### config.mk
export PLATFORM = sky130hd
export DESIGN_NAME = serial_subtractor_flat
export DESIGN_NICKNAME = d
export VERILOG_FILES = /design/src/rtl/serial_subtractor_if.sv /design/src/rtl/serial_subtractor.sv /design/src/flat_wrapper.sv
export SDC_FILE = /design/constraint.sdc
export NUM_CORES = 1
export LEC_CHECK = 0
export ABC_AREA = 0
export CORE_MARGIN = 2
export CORE_UTILIZATION = 49
export CTS_BUF_LIST = sky130_fd_sc_hd__clkbuf_8
export DETAILED_ROUTE_END_ITERATION = 8
export PLACE_DENSITY = 0.81
export SYNTH_ARGS = -nofsm -noshare
export SYNTH_HDL_FRONTEND = slang
export SYNTH_SLANG_ARGS = --single-unit
### constraint.sdc
create_clock -name clk -period 1.5 [get_ports clk]
set_input_delay 0.15 -clock clk [delete_from_list [all_inputs] [get_ports clk]]
set_output_delay 0.15 -clock clk [all_outputs]
set_load 0.005 [all_outputs]
### src/rtl/serial_subtractor_if.sv
// Start/done handshake and operand/result bundle for the bit-serial subtractor.
interface serial_subtractor_if #(
  parameter int WIDTH = 8
);
  logic             start;
  logic [WIDTH-1:0] operand_a;
  logic [WIDTH-1:0] operand_b;
  logic             borrow_in;
  logic             busy;
  logic             done;
  logic [WIDTH-1:0] difference;
  logic             borrow_out;
  logic             overflow;

  modport master (
    output start, operand_a, operand_b, borrow_in,
    input  busy, done, difference, borrow_out, overflow
  );

  modport slave (
    input  start, operand_a, operand_b, borrow_in,
    output busy, done, difference, borrow_out, overflow
  );
endinterface

### src/rtl/serial_subtractor.sv
// Bit-serial a - b - borrow_in: one full-subtractor cell, LSB first,
// WIDTH clocks per operation, results held until the next completion.
module serial_subtractor #(
  parameter int WIDTH = 8
) (
  input  logic                clk,
  input  logic                rst,
  serial_subtractor_if.slave  bus
);
  localparam int CW = (WIDTH > 1) ? $clog2(WIDTH) : 1;
  localparam logic [CW-1:0] LAST = CW'(WIDTH - 1);

  typedef enum logic [1:0] {
    IDLE = 2'd0,
    RUN  = 2'd1,
    DONE = 2'd2
  } state_t;

  state_t           state_q, state_d;
  logic [WIDTH-1:0] a_q, a_d;
  logic [WIDTH-1:0] b_q, b_d;
  logic [WIDTH-1:0] res_q, res_d;
  logic [WIDTH-1:0] diff_q, diff_d;
  logic             br_q, br_d;
  logic             bo_q, bo_d;
  logic             ovf_q, ovf_d;
  logic [CW-1:0]    cnt_q, cnt_d;

  logic bit_a, bit_b, bit_d, br_nxt;

  // Full-subtractor cell on the current operand LSBs and the borrow flop.
  always_comb begin
    bit_a  = a_q[0];
    bit_b  = b_q[0];
    bit_d  = bit_a ^ bit_b ^ br_q;
    br_nxt = (~bit_a & bit_b) | (~bit_a & br_q) | (bit_b & br_q);
  end

  // Next-state and datapath update. On the last bit the operand LSBs are
  // the original MSBs (shifted down WIDTH-1 times), so overflow needs no
  // separately captured sign bits.
  always_comb begin
    state_d = state_q;
    a_d     = a_q;
    b_d     = b_q;
    res_d   = res_q;
    diff_d  = diff_q;
    br_d    = br_q;
    bo_d    = bo_q;
    ovf_d   = ovf_q;
    cnt_d   = cnt_q;
    unique case (state_q)
      IDLE: begin
        if (bus.start) begin
          a_d     = bus.operand_a;
          b_d     = bus.operand_b;
          br_d    = bus.borrow_in;
          cnt_d   = '0;
          state_d = RUN;
        end
      end
      RUN: begin
        res_d = {bit_d, res_q[WIDTH-1:1]};
        a_d   = {1'b0, a_q[WIDTH-1:1]};
        b_d   = {1'b0, b_q[WIDTH-1:1]};
        br_d  = br_nxt;
        if (cnt_q == LAST) begin
          diff_d  = {bit_d, res_q[WIDTH-1:1]};
          bo_d    = br_nxt;
          ovf_d   = (bit_a != bit_b) && (bit_d != bit_a);
          state_d = DONE;
        end else begin
          cnt_d = cnt_q + 1'b1;
        end
      end
      DONE: state_d = IDLE;
      default: state_d = IDLE;
    endcase
  end

  // State and datapath registers; reset aborts any operation in flight.
  always_ff @(posedge clk or posedge rst) begin
    if (rst) begin
      state_q <= IDLE;
      a_q     <= '0;
      b_q     <= '0;
      res_q   <= '0;
      diff_q  <= '0;
      br_q    <= 1'b0;
      bo_q    <= 1'b0;
      ovf_q   <= 1'b0;
      cnt_q   <= '0;
    end else begin
      state_q <= state_d;
      a_q     <= a_d;
      b_q     <= b_d;
      res_q   <= res_d;
      diff_q  <= diff_d;
      br_q    <= br_d;
      bo_q    <= bo_d;
      ovf_q   <= ovf_d;
      cnt_q   <= cnt_d;
    end
  end

  assign bus.busy       = (state_q == RUN);
  assign bus.done       = (state_q == DONE);
  assign bus.difference = diff_q;
  assign bus.borrow_out = bo_q;
  assign bus.overflow   = ovf_q;
endmodule

### src/flat_wrapper.sv
// flat-port wrapper written by rule: the top's interface ports become plain ports
module serial_subtractor_flat 
#(
  parameter int WIDTH = 8
)
  (clk, rst, bus_start, bus_operand_a, bus_operand_b, bus_borrow_in, bus_busy, bus_done, bus_difference, bus_borrow_out, bus_overflow);
  serial_subtractor_if #(.WIDTH(WIDTH)) bus_i ();
  input  logic clk;
  input  logic rst;
  input wire logic [$bits(bus_i.start)-1:0] bus_start;
  input wire logic [$bits(bus_i.operand_a)-1:0] bus_operand_a;
  input wire logic [$bits(bus_i.operand_b)-1:0] bus_operand_b;
  input wire logic [$bits(bus_i.borrow_in)-1:0] bus_borrow_in;
  output wire logic [$bits(bus_i.busy)-1:0] bus_busy;
  output wire logic [$bits(bus_i.done)-1:0] bus_done;
  output wire logic [$bits(bus_i.difference)-1:0] bus_difference;
  output wire logic [$bits(bus_i.borrow_out)-1:0] bus_borrow_out;
  output wire logic [$bits(bus_i.overflow)-1:0] bus_overflow;
  assign bus_i.start = bus_start;
  assign bus_i.operand_a = bus_operand_a;
  assign bus_i.operand_b = bus_operand_b;
  assign bus_i.borrow_in = bus_borrow_in;
  assign bus_busy = bus_i.busy;
  assign bus_done = bus_i.done;
  assign bus_difference = bus_i.difference;
  assign bus_borrow_out = bus_i.borrow_out;
  assign bus_overflow = bus_i.overflow;
  serial_subtractor #(.WIDTH(WIDTH)) u_core (.clk(clk), .rst(rst), .bus(bus_i));
endmodule
==> impl_results.md, run 1 <==
- Status: finished, final reports clean
- Final setup viols: 0
- Largest net degree at the start of global routing: 40
- Initial antenna violation count: 0
- WL final: around 4.0 mm
- Antenna cells: 0
- Dpl cells: 233
- Power Density: 2050 mW/mm²
- CP required: approximately 1700 ps
- Worst slew margin: 77.0%
- Setup TNS Final: 0 ps
- Root Buffer: clkbuf_8
- Area grow syn2layout: 30.0%
- Worst Setup Path Type: reg -> reg
- Clock buffer depth: 2
- Total CTS buffers: 5
- Die Span Y: roughly 67 µm
- Mapped Nets: around 180
- GRT overflow: 0
- Worst hold-check path type: in -> async
- First-pass GRT wire length: between 6 and 7 mm
- Synth cell types: 26
- Initial DRC Count: 72
- Hpwl dp: ~2.7 mm
- Total power: 5.13 mW
- Critical R2R Launch: u_core.cnt_q[0]
- Number of global-route vias before repair: roughly 1,400
- Tmin final: roughly 1500 ps
- Hold Fails Final Rpt: 0
- Leak: 1.15 nW
- Placed cell areas: ~0.0023 mm²
- Synth warn: 0
- Floorplan core area: 0.00372 mm²
- Tightest Pin Transition: approximately 340 ps
- Number of remaining DRC errors: 0
- Row cnt: 22
- WHS: 219 ps
- Placement Setup Slack: -12.9 ps
- Final net count: ~220
- # port buffers: 31
- Io pins: 32
- CP endpoint kind: flop
- Share of layout cells above drive strength 1: 21.6%
- Worst Reg-to-Reg Cells: 4
- Post-synthesis cell count: 158
- Worst Skew: 7.38 ps
- H-tree depth: 2
- Clock Latency Late Sink: about 300 ps
- GPL Wtd Cong: 0.778
- Share of the synthesized area in the top cell type: between 50% and 60%
- Sequential-to-total area share from yosys stat: between 50% and 60%
- Largest cells by area after synthesis: dfrtp_1, nor4b_1, nor3b_1
- Post-route cell area: 0.00250 mm²
- Final worst-path cycle share: between 90% and 100%
- Die Footprint: 0.00444 mm²
- Max Cap Viol: 0
- Die X: ~67 µm
- Sink Count: 39
- Worst Setup SP: u_core.cnt_q[0]
- Max Slew Vio Count: 0
- Startpoint Class: flop
- Most area-hungry cell type in the Yosys netlist: dfrtp_1
- Via density: 5.66
- Final WS setup: between 40 and 50 ps
- Final Core Density: between 60% and 70%
- Maximum VDD drop: a little under 0.8 mV
- CTS tree: yes
- Crit-path max FO: 10
- #FFs+latches synth: 39
- Via count: roughly 1,400
- Pre-antenna DRT Iters: 4
- Total GRT Usage: 21.3%
- Mapped Avg Cell Area: ~12 µm²
- ANT nets after route: 0
- Cell Area, Synth: between 0.0015 and 0.002 mm²
- Max Freq: 687 MHz
- WP data arrival: roughly 1600 ps
- Reg clk slew, reported paths: roughly 80 ps
- WL/cell: 16.3 µm
- Starting Density: 51.8%
- Non-Filler Instances: between 200 and 250
-- power by group --
group / internal [mW] / switching, mW / leakage (nW)
registers: 1.56 / 0.348 / 0.456
clock network: 0.658 / 0.367 / 0.0695
logic: 1.29 / 0.896 / 0.629
total: 3.51 / 1.61 / 1.15
-- registers in the layout, summed over array words and instances (netlist names) --
register,cells
u_core.a_q,8
u_core.b_q,8
u_core.bus.difference,8
u_core.res_q,7
u_core.cnt_q,3
u_core.state_q,2
u_core.br_q,1
u_core.bus.borrow_out,1
u_core.bus.overflow,1
-- layout by cell type, fill, tap and decap left out, drive strengths merged, types with 3 or more instances in the layout --
cell type and count:
a211o 3, buf 14, ha 3, dfrtp 39, inv 21, a211oi 14
nor2b 3, nor3b 15, and3 3, mux2 14, nor4b 16, clkbuf 5
clkdlybuf4s50 29
-- worst max-delay path, stage by stage (launching register included) --
cell and delay (ps):
dfrtp_1 400, ha_1 230, ha_4 210, nand3b_4 150, mux2_2 350
-- what timing repair did --
item	in CTS	in global routing
resized for setup	6	3
setup buffers	3	2
gates cloned	1	0
endpoints found under the setup margin	8	26
pin swaps	1	1
hold buffers	0	0
-- cell type report --
type                       count  area, µm²
multi-input combinational     87        831
clock inverter                 3       63.8
timing repair buffer          45        425
fill                         279       1210
sequential                    39        977
inverter                      20       75.1
clock buffer                   5       68.8
tap                           48       60.1
-- cells in the mapped netlist --
cell / n
nand3b_4: 1
nand2b_1: 2
ha_1: 3
and3_1: 3
buf_2: 7
o21bai_1: 1
a211oi_1: 14
a221oi_1: 1
fa_1: 1
a32o_1: 1
nor3b_1: 15
inv_1: 20
buf_6: 2
clkbuf_1: 2
a21oi_1: 1
nor2b_1: 3
mux2_4: 7
a211o_1: 3
buf_4: 2
nor4bb_1: 2
dfrtp_1: 39
nor4b_1: 16
xnor2_1: 1
a22o_1: 2
mux2i_1: 2
mux2_2: 7
-- final timing paths --
| path | endpoint | slack (ps) |
|---|---|---|
| min reg2reg | u_core.a_q[7] | 510 |
| min | u_core.res_q[3] | 220 |
| max | u_core.bus.difference[5] | 40 |
| max reg2reg | u_core.bus.difference[5] | 40 |
| min in group clk | u_core.b_q[7] | 450 |
| max in group asynchronous | u_core.state_q[1] | 1080 |
-- metal layers --
metal	vias to the layer above	track usage [%]	routed length (µm)
met3	8	5.91	192
li1	645	-	-
met2	41	36.8	2070
met1	703	25.0	1690
met5	-	0	0
met4	0	8.16	67
-- cells by family (layout without fill, tap and decap cells) --
logic type / count (synthesis) / in the layout / share of synthesized area [%]
compound gates: 23 / 23 / 9.36
xor+xnor: 1 / 1 / 0.455
fa+ha+maj: 4 / 4 / 2.99
buf+inv: 33 / 73 / 8.06
flops: 39 / 39 / 50.7
mux: 16 / 16 / 10.6
simple gates: 42 / 43 / 17.8
Note: power is estimated with default switching activity, not from simulation.
==> run 2: changes to the inputs <==
--- a/config.mk
+++ b/config.mk
@@ -7,10 +7,10 @@
 export LEC_CHECK = 0
 export ABC_AREA = 0
 export CORE_MARGIN = 2
-export CORE_UTILIZATION = 49
+export CORE_UTILIZATION = 55
 export CTS_BUF_LIST = sky130_fd_sc_hd__clkbuf_8
 export DETAILED_ROUTE_END_ITERATION = 8
-export PLACE_DENSITY = 0.81
+export PLACE_DENSITY = 0.86
 export SYNTH_ARGS = -nofsm -noshare
 export SYNTH_HDL_FRONTEND = slang
 export SYNTH_SLANG_ARGS = --single-unit
==> constraint.sdc (replaced) <==
create_clock -name clk -period 1.6 [get_ports clk]
set_input_delay 0.16 -clock clk [delete_from_list [all_inputs] [get_ports clk]]
set_output_delay 0.16 -clock clk [all_outputs]
set_load 0.005 [all_outputs]
==> impl_results.md, run 2 (synthesis gave the netlist of run 1 again) <==
- Tmin final: 1550 ps (was 1460 ps)
- Non-Filler Instances: 244 (was 247)
- Root Buffer: clkbuf_8 (unchanged)
- Die Span Y: 63.2 µm (was 66.7 µm)
- Dpl cells: 232 (was 233)
- GRT overflow: 0 (unchanged)
- Row cnt: 21 (was 22)
- Worst Reg-to-Reg Cells: 4 (unchanged)
- GR peak layer: met2 (unchanged)
- Total CTS buffers: 5 (unchanged)
- Via count: 1,365 (was 1,397)
- Antenna cells: 0 (unchanged)
- Sink Count: 39 (unchanged)
- Via density: 5.59 (was 5.66)
- Max Slew Vio Count: 0 (unchanged)
- CP required: 1770 ps (was 1680 ps)
- Worst Setup Path Type: reg -> reg (unchanged)
- Number of global-route vias before repair: 1,393 (was 1,449)
- Area grow syn2layout: 28.3% (was 30.0%)
- Leak: 1.16 nW (was 1.15 nW)
- Initial antenna violation count: 0 (unchanged)
- # port buffers: 31 (unchanged)
- Initial DRC Count: 70 (was 72)
- Total GRT Usage: 20.8% (was 21.3%)
- Die X: 63.2 µm (was 66.7 µm)
- Hpwl dp: 2.61 mm (was 2.73 mm)
- Die Footprint: 0.00399 mm² (was 0.00444 mm²)
- Starting Density: 57.7% (was 51.8%)
- Clock Latency Late Sink: 280 ps (was 300 ps)
- Worst Skew: 5.22 ps (was 7.38 ps)
- WL/cell: 15.9 µm (was 16.3 µm)
- Share of layout cells above drive strength 1: 21.2% (was 21.6%)
- Startpoint Class: flop (unchanged)
- Number of remaining DRC errors: 0 (unchanged)
- Most frequent cells in the layout: dfrtp_1, clkdlybuf4s50_1, inv_1 (unchanged)
- Tightest Pin Transition: 484 ps (was 341 ps)
- Grt met2 use: 36.0% (was 36.8%)
- GPL Wtd Cong: 0.782 (was 0.778)
- Reg clk slew, reported paths: 70 ps (was 80 ps)
- Max Cap Viol: 0 (unchanged)
- Power Density: 1890 mW/mm² (was 2050 mW/mm²)
- Clock buffer depth: 2 (unchanged)
- Floorplan core area: 0.00334 mm² (was 0.00372 mm²)
- Pre-antenna DRT Iters: 4 (unchanged)
- Io pins: 32 (unchanged)
- Final worst-path cycle share: 97.1% (was 97.0%)
- # fillers: 242 (was 279)
- Hold Fails Final Rpt: 0 (unchanged)
- RSZ-0062 raised after global routing: false
- Maximum VDD drop: 0.864 mV (was 0.778 mV)
- Total power: 4.66 mW (was 5.13 mW)
- ANT nets after route: 0 (unchanged)
- Global Route met3 Usage: 4.46% (was 5.91%)
- WL final: 3.88 mm (was 4.02 mm)
- WP data arrival: 1730 ps (was 1640 ps)
- CTS tree: yes (unchanged)
- Commonest non-fill, non-tap cell in the layout: dfrtp_1 (unchanged)
- Status: finished, final reports clean (unchanged)
- Worst slew margin: 67.7% (was 77.0%)
- CP endpoint kind: flop (unchanged)
- Largest net degree at the start of global routing: 40 (unchanged)
- Crit-path max FO: 3 (was 10)
- First-pass GRT wire length: 6.41 mm (was 6.94 mm)
- M1 GR Usage: 25.4% (was 25.0%)
- Final setup viols: 0 (unchanged)
- Max Freq: 644 MHz (was 687 MHz)
- Final net count: 221 (was 222)
- Hold buffer count at CTS: 0 (unchanged)
- Worst hold-check path type: in -> async (unchanged)
- H-tree depth: 2 (unchanged)
==> run 2: cell type report <==
class,instances,area [µm²],share of cell area (%)
inverter,20,75.1,3.04
clock buffer,6,82.6,3.34
timing repair buffer,45,420,17.0
sequential,39,978,39.6
multi-input combinational,86,821,33.2
tap,46,57.6,2.33
clock inverter,2,35.0,1.42
==> run 2: path summary, 6_finish.rpt <==
kind / end / slack, ps / start
max in group asynchronous: u_core.state_q[0] / 940 / rst
max reg2reg: u_core.bus.overflow / 50 / u_core.a_q[0]
max: u_core.bus.overflow / 50 / u_core.a_q[0]
min reg2reg: u_core.bus.overflow / 510 / u_core.bus.overflow
min in group clk: u_core.b_q[7] / 490 / bus_operand_b[7]
min: u_core.bus.difference[4] / 300 / rst
==> run 2: repair_timing <==
item / CTS / global route
pin swaps: 1 / 0
setup endpoints to repair: 5 / 11
gates resized for setup: 5 / 5
setup buffers: 3 / 1
==> run 2: worst max-delay path, cell delays in order, from the launching register on <==
cell and delay [ps]:
dfrtp_1 400, inv_1 120, fa_1 500, xnor2_1 180
a32o_1 250
==> run 2: routing by layer <==
metal,vias to the layer above,share of wire (%)
met3,4,3.8
met5,-,0
met1,687,44
met4,0,0.75
met2,33,52
li1,641,-
==> run 2: power breakdown <==
part           total (mW)  internal (mW)  leakage, nW  switching [mW]
combinational        2.03           1.18        0.638           0.845
clock               0.834          0.504       0.0612           0.330
sequential           1.79           1.47        0.456           0.327
==> run 2: per-stage QoR <==
| step | setup slack (ps) | hold WS [ps] | utilization, % | setup TNS, ps | cell area, µm² |
|---|---|---|---|---|---|
| 2_1_floorplan | 80.6 | 293 | - | 0 | 1920 |
| 3_3_place_gp | 75.5 | 483 | 68.5 | 0 | 2290 |
| 3_5_place_dp | -3.88 | 491 | 68.5 | -3.88 | 2290 |
| 4_1_cts | -1.84 | 302 | 73.1 | -1.84 | 2440 |
| 5_1_grt | 0.728 | 363 | 74.0 | 0 | 2470 |
| 6_report | 46.4 | 301 | 74.0 | 0 | 2470 |
==> run 3: changes to the inputs <==
--- a/config.mk
+++ b/config.mk
@@ -6,7 +6,7 @@
 export NUM_CORES = 1
 export LEC_CHECK = 0
 export ABC_AREA = 0
-export CORE_MARGIN = 2
+export CORE_MARGIN = 4
 export CORE_UTILIZATION = 55
 export CTS_BUF_LIST = sky130_fd_sc_hd__clkbuf_8
 export DETAILED_ROUTE_END_ITERATION = 8
==> impl_results.md, run 3 (synthesis gave the netlist of run 1 again) <==
- Status: finished, final reports clean (unchanged)
- Reg area: 978 µm² (unchanged)
- RSZ-0062 raised after global routing: false (unchanged)
- Die X: 67.2 µm (was 63.2 µm)
- Io pins: 32 (unchanged)
- # port buffers: 31 (unchanged)
- Hpwl dp: 2.76 mm (was 2.61 mm)
- CP endpoint kind: output port (was flop)
- CTS tree: yes (unchanged)
- Sink Count: 39 (unchanged)
- WL/cell: 16.8 µm (was 15.9 µm)
- Row cnt: 21 (unchanged)
- Area grow syn2layout: 29.3% (was 28.3%)
- Total GRT Usage: 19.8% (was 20.8%)
- Critical-path cell list: nor2b_2, clkdlybuf4s50_1 (was inv_1, fa_1, xnor2_1, a32o_1)
- Most frequent cells in the layout: dfrtp_1, clkdlybuf4s50_1, inv_1 (unchanged)
- Antenna cells: 0 (unchanged)
- CP required: 1440 ps (was 1770 ps)
- Grt met2 use: 33.9% (was 36.0%)
- Startpoint Class: flop (unchanged)
- Hold buffer count at CTS: 0 (unchanged)
- Floorplan core area: 0.00336 mm² (was 0.00334 mm²)
- Worst slew margin: 67.0% (was 67.7%)
- Share of layout cells above drive strength 1: 21.1% (was 21.2%)
- WP data arrival: 1370 ps (was 1730 ps)
- WL final: 4.12 mm (was 3.88 mm)
- ANT nets after route: 0 (unchanged)
- Number of global-route vias before repair: 1,426 (was 1,393)
- Critical R2R Launch: u_core.cnt_q[0] (was u_core.a_q[0])
- Crit-path max FO: 4 (was 3)
- Die Span Y: 67.2 µm (was 63.2 µm)
- Leak: 1.14 nW (was 1.16 nW)
- Hold Fails Final Rpt: 0 (unchanged)
- Pre-antenna DRT Iters: 4 (unchanged)
- Max Freq: 652 MHz (was 644 MHz)
- Worst Setup SP: u_core.state_q[0] (was u_core.a_q[0])
- Final net count: 222 (was 221)
- Final worst-path cycle share: 95.8% (was 97.1%)
- Clock buffer depth: 2 (unchanged)
- Placed cell areas: 0.00231 mm² (was 0.00229 mm²)
- Final setup viols: 0 (unchanged)
- Number of remaining DRC errors: 0 (unchanged)
- Via count: 1,388 (was 1,365)
- Via density: 5.67 (was 5.59)
- Worst Skew: 5.62 ps (was 5.22 ps)
- Global Route met3 Usage: 5.49% (was 4.46%)
- Tmin final: 1530 ps (was 1550 ps)
- Initial antenna violation count: 0 (unchanged)
- First-pass GRT wire length: 6.71 mm (was 6.41 mm)
- GR peak layer: met2 (unchanged)
- Post-route cell area: 0.00249 mm² (was 0.00247 mm²)
- Setup TNS Final: 0 ps (unchanged)
- Max Cap Viol: 0 (unchanged)
- # fillers: 247 (was 242)
- GPL Wtd Cong: 0.757 (was 0.782)
- H-tree depth: 2 (unchanged)
- WP buf/inv: 1 (unchanged)
- Maximum VDD drop: 0.839 mV (was 0.864 mV)
- Clock Latency Late Sink: 280 ps (about the same)
- M1 GR Usage: 24.2% (was 25.4%)
- Total CTS buffers: 5 (unchanged)
- Critical Path Max Stage Delay: 510 ps (was 500 ps)
- Reg clk slew, reported paths: 70 ps (about the same)
- Commonest non-fill, non-tap cell in the layout: dfrtp_1 (unchanged)
- Tightest Pin Transition: 495 ps (was 484 ps)
- Die Footprint: 0.00451 mm² (was 0.00399 mm²)
- Max Slew Vio Count: 0 (unchanged)
- Initial DRC Count: 112 (was 70)
- Worst Setup Path Type: reg -> out (was reg -> reg)
- Crit-path leading delay family: buffers and inverters (was adder cells)
- Largest net degree at the start of global routing: 40 (unchanged)
- Area of the multi-input gates: 820 µm² (was 821 µm²)
- Power Density: 1880 mW/mm² (was 1890 mW/mm²)
- Root Buffer: clkbuf_8 (unchanged)
- GRT overflow: 0 (unchanged)
- Starting Density: 57.2% (was 57.7%)
- Crit-path slowest cell: clkdlybuf4s50_1 (was fa_1)
- Worst hold-check path type: in -> async (unchanged)
## run 3: timing repair
item,in CTS,in global routing
endpoints found under the setup margin,10,10
setup buffers,3,1
pin swaps,1,0
gates cloned,1,0
resized for setup,4,1
## run 3: final timing paths
kind	endpoint	slack, ps	cells past startpoint
hold reg to reg	u_core.bus.difference[0]	510	1
setup / recovery	bus_busy	70	2
min in group clk	u_core.b_q[7]	490	2
max in group asynchronous	u_core.state_q[1]	940	3
hold / removal	u_core.bus.difference[1]	280	3
setup reg to reg	u_core.bus.difference[5]	90	4
## run 3: report_power, final
part	total, mW	switching [mW]	internal [mW]	leakage [nW]
clock	0.831	0.327	0.504	0.0612
sequential	1.79	0.324	1.47	0.456
combinational	2.05	0.858	1.19	0.620
## run 3: stage by stage
stage	setup WS, ps	std cells	hold slack (ps)	power [mW]	util, %
global route	12.5	245	342	4.98	74.0
CTS	18.5	244	295	4.66	73.5
floorplan	80.6	158	293	3.02	-
global placement	49.9	232	485	3.59	68.8
finish	67.0	245	285	4.67	74.0
detailed placement	-28.9	232	499	3.76	68.8
## run 3: layout make-up
type	count	share of cell area [%]
tap	46	2.31
timing repair buffer	45	17.7
multi-input combinational	87	32.9
inverter	20	3.02
clock inverter	2	1.41
sequential	39	39.3
clock buffer	6	3.32
## run 3: tightest hold or removal path, stage by stage
cell and delay [ps]:
clkdlybuf4s50_1 390, inv_1 50, buf_4 420
## run 3: metal layers
metal | wire length, µm | vias up | share of wire, %
met5 | 0 | - | 0
met4 | 47 | 0 | 1.1
met3 | 202 | 6 | 4.9
met2 | 2170 | 49 | 53
met1 | 1700 | 682 | 41
li1 | - | 651 | -
